**src/rtl/seq_detector_param.sv**
```systemverilog
// Serial pattern detector with a runtime-loadable pattern, prefix-progress tracking,
// overlap control, a received-bit history and a saturating match counter.
module seq_detector_param #(
  parameter int                 PAT_LEN  = 7,
  parameter logic [PAT_LEN-1:0] PAT_INIT = 7'b1100111,
  parameter int                 HIST_W   = 10,
  parameter int                 OVERLAP  = 1,
  parameter int                 CNT_W    = 8,
  localparam int                PW       = $clog2(PAT_LEN + 1)
) (
  input  logic               CLOCK_50,
  input  logic               RESET,
  input  logic               bit_in,
  input  logic               bit_valid,
  input  logic               pat_load,
  input  logic [PAT_LEN-1:0] pat_value,
  input  logic               cnt_clr,
  output logic               match,
  output logic               match_hold,
  output logic [PW-1:0]      progress,
  output logic [HIST_W-1:0]  history,
  output logic [CNT_W-1:0]   match_count
);

  logic [PAT_LEN-1:0] pat_reg;
  logic [PAT_LEN-1:0] win_reg;
  logic [PAT_LEN-1:0] win_next;
  logic [PW-1:0]      vcnt_reg;
  logic [PW-1:0]      vcnt_next;
  logic [PW-1:0]      prog_next;
  logic [PAT_LEN-1:0] hit;
  logic               accept;
  logic               is_match;
  logic               match_reg;
  logic               hold_reg;
  logic [PW-1:0]      progress_reg;
  logic [HIST_W-1:0]  history_reg;
  logic [CNT_W-1:0]   count_reg;

  // win_reg holds the last PAT_LEN accepted bits; vcnt_reg counts how many of
  // them arrived since the last restart, so stale bits never form a prefix.
  assign accept    = bit_valid & ~pat_load;
  assign win_next  = {win_reg[PAT_LEN-2:0], bit_in};
  assign vcnt_next = (vcnt_reg == PW'(PAT_LEN)) ? vcnt_reg : vcnt_reg + PW'(1);

  // hit[gi]: the newest gi+1 bits equal the first gi+1 pattern bits.
  generate
    for (genvar gi = 0; gi < PAT_LEN; gi++) begin : g_prefix
      localparam int                 K    = gi + 1;
      localparam logic [PAT_LEN-1:0] MASK = {PAT_LEN{1'b1}} >> (PAT_LEN - K);
      assign hit[gi] = (((win_next ^ (pat_reg >> (PAT_LEN - K))) & MASK) == '0)
                       && (vcnt_next >= PW'(K));
    end
  endgenerate

  always_comb begin
    prog_next = '0;
    for (int k = 0; k < PAT_LEN; k++) begin
      if (hit[k]) prog_next = PW'(k + 1);
    end
  end

  assign is_match = (prog_next == PW'(PAT_LEN));

  always_ff @(posedge CLOCK_50) begin
    if (RESET) begin
      pat_reg      <= PAT_INIT;
      win_reg      <= '0;
      vcnt_reg     <= '0;
      progress_reg <= '0;
      history_reg  <= '0;
      match_reg    <= 1'b0;
      hold_reg     <= 1'b0;
      count_reg    <= '0;
    end else begin
      match_reg <= 1'b0;
      if (pat_load) begin
        pat_reg      <= pat_value;
        vcnt_reg     <= '0;
        progress_reg <= '0;
        hold_reg     <= 1'b0;
      end else if (bit_valid) begin
        win_reg      <= win_next;
        history_reg  <= {history_reg[HIST_W-2:0], bit_in};
        progress_reg <= prog_next;
        // Without overlap a completed match restarts detection from scratch.
        vcnt_reg     <= (is_match && (OVERLAP == 0)) ? '0 : vcnt_next;
        match_reg    <= is_match;
        hold_reg     <= is_match;
      end

      if (cnt_clr) begin
        count_reg <= (accept && is_match) ? CNT_W'(1) : '0;
      end else if (accept && is_match && (count_reg != '1)) begin
        count_reg <= count_reg + CNT_W'(1);
      end
    end
  end

  assign match       = match_reg;
  assign match_hold  = hold_reg;
  assign progress    = progress_reg;
  assign history     = history_reg;
  assign match_count = count_reg;

endmodule

```
**config.mk**
```make
export PLATFORM = sky130hd
export DESIGN_NAME = seq_detector_param
export DESIGN_NICKNAME = d
export VERILOG_FILES = /design/src/rtl/seq_detector_param.sv
export SDC_FILE = /design/constraint.sdc
export NUM_CORES = 1
export LEC_CHECK = 0
export CAP_MARGIN = 40
export CORE_ASPECT_RATIO = 1.25
export CORE_UTILIZATION = 35
export DETAILED_ROUTE_END_ITERATION = 10
export GPL_ROUTABILITY_DRIVEN = 0
export GPL_TIMING_DRIVEN = 0
export PLACE_DENSITY = 0.61
export SKIP_LAST_GASP = 1
export SYNTH_ARGS = -nofsm -noshare
export SYNTH_HDL_FRONTEND = slang
export SYNTH_SLANG_ARGS = --single-unit
```
**constraint.sdc**
```tcl
create_clock -name CLOCK_50 -period 3.9 [get_ports CLOCK_50]
set_input_delay 0.585 -clock CLOCK_50 [delete_from_list [all_inputs] [get_ports CLOCK_50]]
set_output_delay 0.585 -clock CLOCK_50 [all_outputs]
set_load 0.01 [all_outputs]
```
==> results list, run 1 <==
- The number of antenna diodes in the final layout is 0.
* Hold buffer count at cts: 0
- Die span in y: 82.5 um
- Grt ovf: 0
- In this run the count of I/O pins placed on the die edge is 36.
- Once detailed placement completed, the half-perimeter wirelength came to 2.91 mm.
- The number of setup buffers added after CTS is 0.
* All-layer global routing usage: 0.156
- Number of port buffers: 32
- The critical path ends at match_count[7]$_SDFFE_PP0P_.
- In the synthesized netlist the dominant register cell turns out to be dfxtp_1.
* CTS max path bufs: 2
- Counting flops with a built-in enable in the synthesized netlist gives 0.
- Number of violations reported at the end of detailed-routing iteration 0: between 40 and 50
- The first global-routing pass estimated ~6.5 mm of wire.
- Post-Synthesis Cell Area: 1810 um2
- The register with the most flip-flops in the layout has 8 of them.
- For flop-to-flop paths, the worst setup slack is 1600 ps.
- The largest individual stage delay along the critical path comes from the cell nor4_4.
- In this run the critical register-to-register path is captured at match_count[7]$_SDFFE_PP0P_.
- Static leakage: ~0.82 nW
- Remaining design rule violation count: 0
- On the final layout, the worst clock skew is 8.34 ps.
- Cell-by-cell listing of the critical path: inv_1 -> ha_1 -> and3b_2 -> a21oi_2 -> nor4_4 -> nand4_2 -> or3_1 -> a21oi_1
- Measured along the x axis, the die boundary spans 66.4 um.
* Data arrival time of the critical path: 2520 ps
* Start of the worst register-to-register path: vcnt_reg[0]$_SDFFE_PP0P_
- Per-instance average area after synthesis: 8.48 um2
* Number of nets produced by synthesis: 230
- Number of vias in the routed layout: 1548
- CTS sink count: 33
- Across the run, the number of max-cap violations was 0.
* Register bit count reported by yosys: 33
- Data on the critical path is required at its endpoint by 4120 ps.
- Relative to the synthesized area, the layout overhead comes to 26.3%.
- Worst hold-check path type: reg -> reg
- The total count of hold-check failures in the final report was 0.
- The worst register-to-register path has a depth of 8.
* Worst setup SP type: flip-flop
- In this run the standard cell core region covers around 4900 um2.
- The root buffer cell chosen for the clock tree is clkbuf_8.
* Distinct cells, synth: 42
- The net count of the finished layout is 269.
* Share of synthesized registers carrying an async set or reset: 0
* Routed via count divided by cell count: 4.93
- Share of post-route cells with drive strength above 1: 0.0787
- Counting the buffers created by CTS gives 5.
* Worst slew margin: 0.624
- Post-DRT Antenna Nets: 0
- Power density over the cells: between 200 and 300 nW/um2
- For this run, the share of the core covered by cells in the final layout is 0.471.
* Number of global-route vias before repair: 1418
* Post-route worst setup slack: 1600 ps
- Sequential share of the synthesized area: 0.364
* Setup violators final: 0
- Mean routed wirelength per cell: 12.2 um
* Maximum number of pins on one net before global-route repair: 11
- Row count: 28
* RSZ-0062 raised after global routing: no
- Longest individual stage delay on the worst path: 430 ps
- Setup TNS Final: 0 ps
- Synthesis handed over a netlist of 214 instances.
* Clock tree from TritonCTS: done
- Antenna violations before repair: 0
* Maximum fanout along the worst path: 6
- The first detailed-routing pass took 4 iterations.
- Number of levels the H-tree was split into: 2
- Including well taps, the total number of placed cells is around 310.
- Worst setup path startpoint: vcnt_reg[0]$_SDFFE_PP0P_
* Status: completed
- Max rail drop VDD: 0.209 mV
- Critical path class: reg -> reg
- The die covers 5480 um2.
* Kind of end point of the critical path: flip-flop
- Slew of the pin with the lowest slew margin: 550 ps
* Period minus WS final: 2300 ps
- PostCTS Resize Cnt: 0
- Starting Density: 0.373
- The finished layout holds 314 standard cells, fillers aside.
* Top achievable clock speed: between 400 and 500 MHz
- Final slew viol count: 0
* Place WS: 1450 ps
- Clock insertion delay at the later pin of the skew report: 280 ps
- Period utilisation layout: 0.590
- Instance count along the most critical hold path: 2
* Clock slew seen by the registers of the worst setup and hold paths: 70 ps
- Wirelength, routed: 3.82 mm
- For this run, the number of Yosys warnings is 0.
## power breakdown
| group | internal, W | switching [W] | total (W) |
|---|---|---|---|
| Clock | 0.000124 | 0.000121 | 0.000245 |
| Combinational | 0.0000434 | 0.0000476 | 0.0000910 |
| Sequential | 0.000344 | 0.00000433 | 0.000349 |
## worst min path at each step
| stage | to | startpoint | slack, ps |
|---|---|---|---|
| after floorplan | history[9]$_SDFFE_PP0P_ | history[9]$_SDFFE_PP0P_ | 480 |
| after global placement | history[9]$_SDFFE_PP0P_ | history[9]$_SDFFE_PP0P_ | 450 |
| after detailed placement | history[7]$_SDFFE_PP0P_ | history[6]$_SDFFE_PP0P_ | 460 |
| after CTS | history[7]$_SDFFE_PP0P_ | history[6]$_SDFFE_PP0P_ | 470 |
| after global routing | history[9]$_SDFFE_PP0P_ | history[9]$_SDFFE_PP0P_ | 490 |
| final | history[7]$_SDFFE_PP0P_ | history[6]$_SDFFE_PP0P_ | 470 |
## through the flow
stage / hold slack (ps) / total power, W / area [um2]
floorplan: 481 / 0.000420 / 1810
global placement: 448 / 0.000447 / 2210
detailed placement: 463 / 0.000448 / 2210
CTS: 473 / 0.000696 / 2290
global route: 491 / 0.000722 / 2290
finish: 469 / 0.000684 / 2290
## worst max-delay path, delay by kind of cell, from the launching register on
| family | cells | cell delay [ps] |
|---|---|---|
| simple gates | 4 | 1200 |
| compound gates | 2 | 200 |
| buf+inv | 1 | 90 |
| fa+ha+maj | 1 | 370 |
| flops | 1 | 370 |
## synthesized netlist by cell type, drive strengths merged, types with 5 or more instances
| cell type | number | share of area |
|---|---|---|
| mux2i | 5 | 0.028 |
| o21ai | 7 | 0.019 |
| nand4 | 6 | 0.024 |
| nand3 | 7 | 0.019 |
| clkbuf | 12 | 0.025 |
| nor3 | 7 | 0.019 |
| a211o | 5 | 0.024 |
| xnor2 | 20 | 0.097 |
| buf | 6 | 0.017 |
| nor2b | 9 | 0.031 |
| xor2 | 13 | 0.063 |
| dfxtp | 33 | 0.36 |
| nor2 | 9 | 0.019 |
| nand2 | 25 | 0.052 |
| a21oi | 18 | 0.052 |
## routing by layer
layer  GRT usage  part of all wire  vias to the layer above
met5           0                 0                        -
met4      0.0574            0.0089                        0
met3      0.0371             0.033                        2
met2       0.269              0.48                       28
met1       0.187              0.48                      709
li1            -                 -                      809
## layout make-up
class / count / area (um2)
plain buffers: 18 / 76.3
clock buffers: 6 / 72.6
clock inverters: 2 / 10.0
fillers: 506 / 2580
inverters: 3 / 11.3
multi-input cells: 160 / 1070
flip-flops and latches: 33 / 661
well taps: 60 / 75.1
repair buffers: 32 / 320
## cell families (layout without fill, tap and decap cells)
family | count (synthesis) | after routing | synth area share
multiplexers | 7 | 7 | 0.0421
buffers and inverters | 21 | 61 | 0.0483
XOR/XNOR | 33 | 33 | 0.159
adder cells (fa/ha/maj) | 3 | 3 | 0.0207
AND/OR/NAND/NOR | 80 | 80 | 0.239
AO/OA/AOI/OAI | 37 | 37 | 0.127
flip-flops | 33 | 33 | 0.364
## cell usage in the layout, fill, tap and decap left out, drive strengths merged
cell and instances:
dfxtp 33, clkdlybuf4s50 32, nand2 25, xnor2 20
a21oi 18, clkbuf 18, xor2 13, nor2b 9
nor2 9, nand3 7, o21ai 7, nor3 7
nand4 6, buf 6, mux2i 5, a211o 5
inv 3, or3 3, ha 3, nor4 3
and4 2, nand3b 2, clkinv 2, mux2 2
and3 2, or2 1, and3b 1, and2 1
o211ai 1, nand2b 1, a211oi 1, or4 1
o41a 1, a2111oi 1, o21bai 1, a21boi 1
o21a 1
No activity file was read; power rests on OpenSTA's default activity.
==> inputs of run 2 (changes only) <==
--- a/config.mk
+++ b/config.mk
@@ -11,7 +11,7 @@
 export DETAILED_ROUTE_END_ITERATION = 10
 export GPL_ROUTABILITY_DRIVEN = 0
 export GPL_TIMING_DRIVEN = 0
-export PLACE_DENSITY = 0.61
+export PLACE_DENSITY = 0.63
 export SKIP_LAST_GASP = 1
 export SYNTH_ARGS = -nofsm -noshare
 export SYNTH_HDL_FRONTEND = slang
==> constraint.sdc (replaced) <==
create_clock -name CLOCK_50 -period 2.1 [get_ports CLOCK_50]
set_input_delay 0.315 -clock CLOCK_50 [delete_from_list [all_inputs] [get_ports CLOCK_50]]
set_output_delay 0.315 -clock CLOCK_50 [all_outputs]
set_load 0.01 [all_outputs]
==> run 2 against run 1 <==
Count of clock-buffer cells in the layout unchanged. Worst setup slack worse by 1600 ps. First-iteration DRC count up 20%. Sequential power up 89%. Combinational power up 78%. Sequential share of layout area down 0.38 points.
==> results list, run 2 (synthesis gave the netlist of run 1 again) <==
- Period minus WS final: 2060 ps (was 2300 ps)
- Number of iterations in the first detailed-routing pass: 4 (unchanged)
* Layout Cell Area excl Fill: 2360 um2 (was 2290 um2)
- Routed via count divided by cell count: 5.04 (was 4.93)
* Row count: 28 (unchanged)
* Share of post-route cells with drive strength above 1: 0.143 (was 0.0787)
- The final wirelength was 3.95 mm (was 3.82 mm).
- The maximum count of clock buffers along a single path was 2 (unchanged).
- Most common cell after layout, fill and taps aside: clkdlybuf4s50_1 (was dfxtp_1)
- The max-cap check violation count is 0 (unchanged).
- The share of the clock period used by the worst path was 0.983 (was 0.590).
* Top achievable clock speed: 484 MHz (was 435 MHz)
* Post-route worst setup slack: 35.3 ps (was 1600 ps)
- The required time of the critical path is 2320 ps (was 4120 ps).
* Critical path class: reg -> reg (unchanged)
- Post-DRT Antenna Nets: 0 (unchanged)
- Width of the chip: 66.4 um (unchanged)
* Static leakage: 0.837 nW (was 0.816 nW)
- The total number of clock tree sinks came to 33 (unchanged).
- RSZ-0062 raised after global routing: yes (was no)
* Worst hold-check path type: in -> reg (was reg -> reg)
* Number of I/O pins: 36 (unchanged)
- Grt ovf: 0 (unchanged)
- Inserted Clock Buffers: 5 (unchanged)
* Placed cell areas: 2210 um2 (unchanged)
- Power density over the cells: 541 nW/um2 (was 299 nW/um2)
- Setup violators final: 0 (unchanged)
- The reg2reg setup slack is 40 ps (was 1600 ps).
- Die span in y: 82.5 um (unchanged)
- The total count of hold-check failures in the final report was 0 (unchanged).
- Number of levels the H-tree was split into: 2 (unchanged)
- The summed negative setup slack over all endpoints was 0 ps (unchanged).
- The flip-flop count of the largest register after layout is 8 (unchanged).
- Placed instance count: 306 (unchanged)
- Status: completed (unchanged).
- The highest fanout seen on the critical path is 6 (unchanged).
- Cell Count, Final, Fillers Out: 312 (was 314)
- Worst setup SP type: flip-flop (unchanged)
* Core area: 4870 um2 (unchanged)
- The worst vdd rail ir drop came to 0.352 mV (was 0.209 mV).
* Maximum number of pins on one net before global-route repair: 11 (unchanged)
- Sum of net half-perimeters after detailed placement: 2.85 mm (was 2.91 mm)
- The clock-pin slew of the registers on the worst-case setup and hold paths is 70 ps (about the same).
- The arrival time at the worst endpoint is 2290 ps (was 2520 ps).
- Die area: 5480 um2 (unchanged)
- The first-pass GRT wire length was 6.42 mm (was 6.45 mm).
- The number of slew-limit violations in the final report is 0 (unchanged).
- Place WS: -197 ps (was 1450 ps)
- N_diodes: 0 (unchanged)
* Worst Skew: 4.75 ps (was 8.34 ps)
- Hold Slack: 364 ps (was 469 ps)
* Number of port buffers: 32 (unchanged)
* Remaining design rule violation count: 0 (unchanged)
- The number of antenna violations at the first check in global routing came to 0 (unchanged).
- Layout area overhead: 30.2% (was 26.3%)
- The initial standard-cell utilization of the core was 0.373 (unchanged).
- Kind of end point of the critical path: flip-flop (unchanged)
- The total routing usage reported by global routing came to 0.159 (was 0.156).
* Slew of the pin with the lowest slew margin: 569 ps (was 550 ps)
* Number of vias in the routed layout: 1573 (was 1548)
- Clock insertion delay at the later pin of the skew report: 290 ps (was 280 ps)
- Clock tree from TritonCTS: done (unchanged)
- Mean routed wirelength per cell: 12.7 um (was 12.2 um)
- Commonest cells after routing, fill and taps aside: 32 x clkdlybuf4s50_1, 28 x dfxtp_1, 24 x nand2_1 (was 33 x dfxtp_1, 32 x clkdlybuf4s50_1, 25 x nand2_1)
- Number of violations reported at the end of detailed-routing iteration 0: 54 (was 45)
* Number of global-route vias before repair: 1391 (was 1418)
- Clock tree root driver cell: clkbuf_8 (unchanged)
- Worst slew margin: 0.621 (was 0.624)
- The final net count is 267 (was 269).
run 2: critical path, stage by stage, from the launching register on:
cell and delay [ps]:
dfxtp_4 390, inv_4 50, ha_4 290, and3b_2 210, a21oi_4 50, nor4_4 260, nand4_2 200, or3_4 430
a21oi_2 130
run 2: worst paths after layout:
| kind | end | cells after the start | startpoint |
|---|---|---|---|
| setup / recovery | match_count[3]$_SDFFE_PP0P_ | 8 | vcnt_reg[0]$_SDFFE_PP0P_ |
| hold / removal | win_reg[0]$_SDFFE_PP0P_ | 3 | bit_in |
| setup reg to reg | match_count[3]$_SDFFE_PP0P_ | 8 | vcnt_reg[0]$_SDFFE_PP0P_ |
| hold reg to reg | history[9]$_SDFFE_PP0P_ | 2 | history[9]$_SDFFE_PP0P_ |
run 2: cell type report:
cell class,count,area [um2]
fill,517,2510
multi-input combinational,160,1120
sequential,33,672
timing repair buffer,34,335
tap,60,75.1
clock buffer,6,72.6
buffer,14,61.3
inverter,3,13.8
clock inverter,2,10.0
run 2: per-stage QoR:
step | total power, W | util
5_1_grt | 0.00135 | 0.485
2_1_floorplan | 0.000781 | -
3_5_place_dp | 0.000833 | 0.454
4_1_cts | 0.00130 | 0.475
6_report | 0.00128 | 0.485
3_3_place_gp | 0.000831 | 0.454
run 2: what timing repair did:
item	CTS	global route
endpoints found under the setup margin	3	7
pin swaps	1	6
hold endpoints to repair	0	0
hold buffers	0	0
setup buffers	1	1
resized for setup	5	15
run 2: power by group:
part | internal, W | switching, W | leakage, nW
Clock | 0.000229 | 0.000227 | 0.0450
Combinational | 0.0000828 | 0.0000788 | 0.522
Sequential | 0.000639 | 0.0000218 | 0.270
Total | 0.000951 | 0.000328 | 0.837
run 2: per-layer routing:
metal,global-route usage,routed length (um),vias to the layer above
met3,0.0453,127,7
met4,0.0638,69,0
met5,0,0,-
met2,0.272,1920,25
met1,0.184,1840,737
li1,-,-,804
==> inputs of run 3 (changes only) <==
--- a/config.mk
+++ b/config.mk
@@ -13,6 +13,8 @@
 export GPL_TIMING_DRIVEN = 0
 export PLACE_DENSITY = 0.63
 export SKIP_LAST_GASP = 1
+export SLEW_MARGIN = 10
 export SYNTH_ARGS = -nofsm -noshare
 export SYNTH_HDL_FRONTEND = slang
 export SYNTH_SLANG_ARGS = --single-unit
+export TNS_END_PERCENT = 30
==> results of run 3 <==
Same layout as run 2: the final DEF is identical, and so are final timing and power.
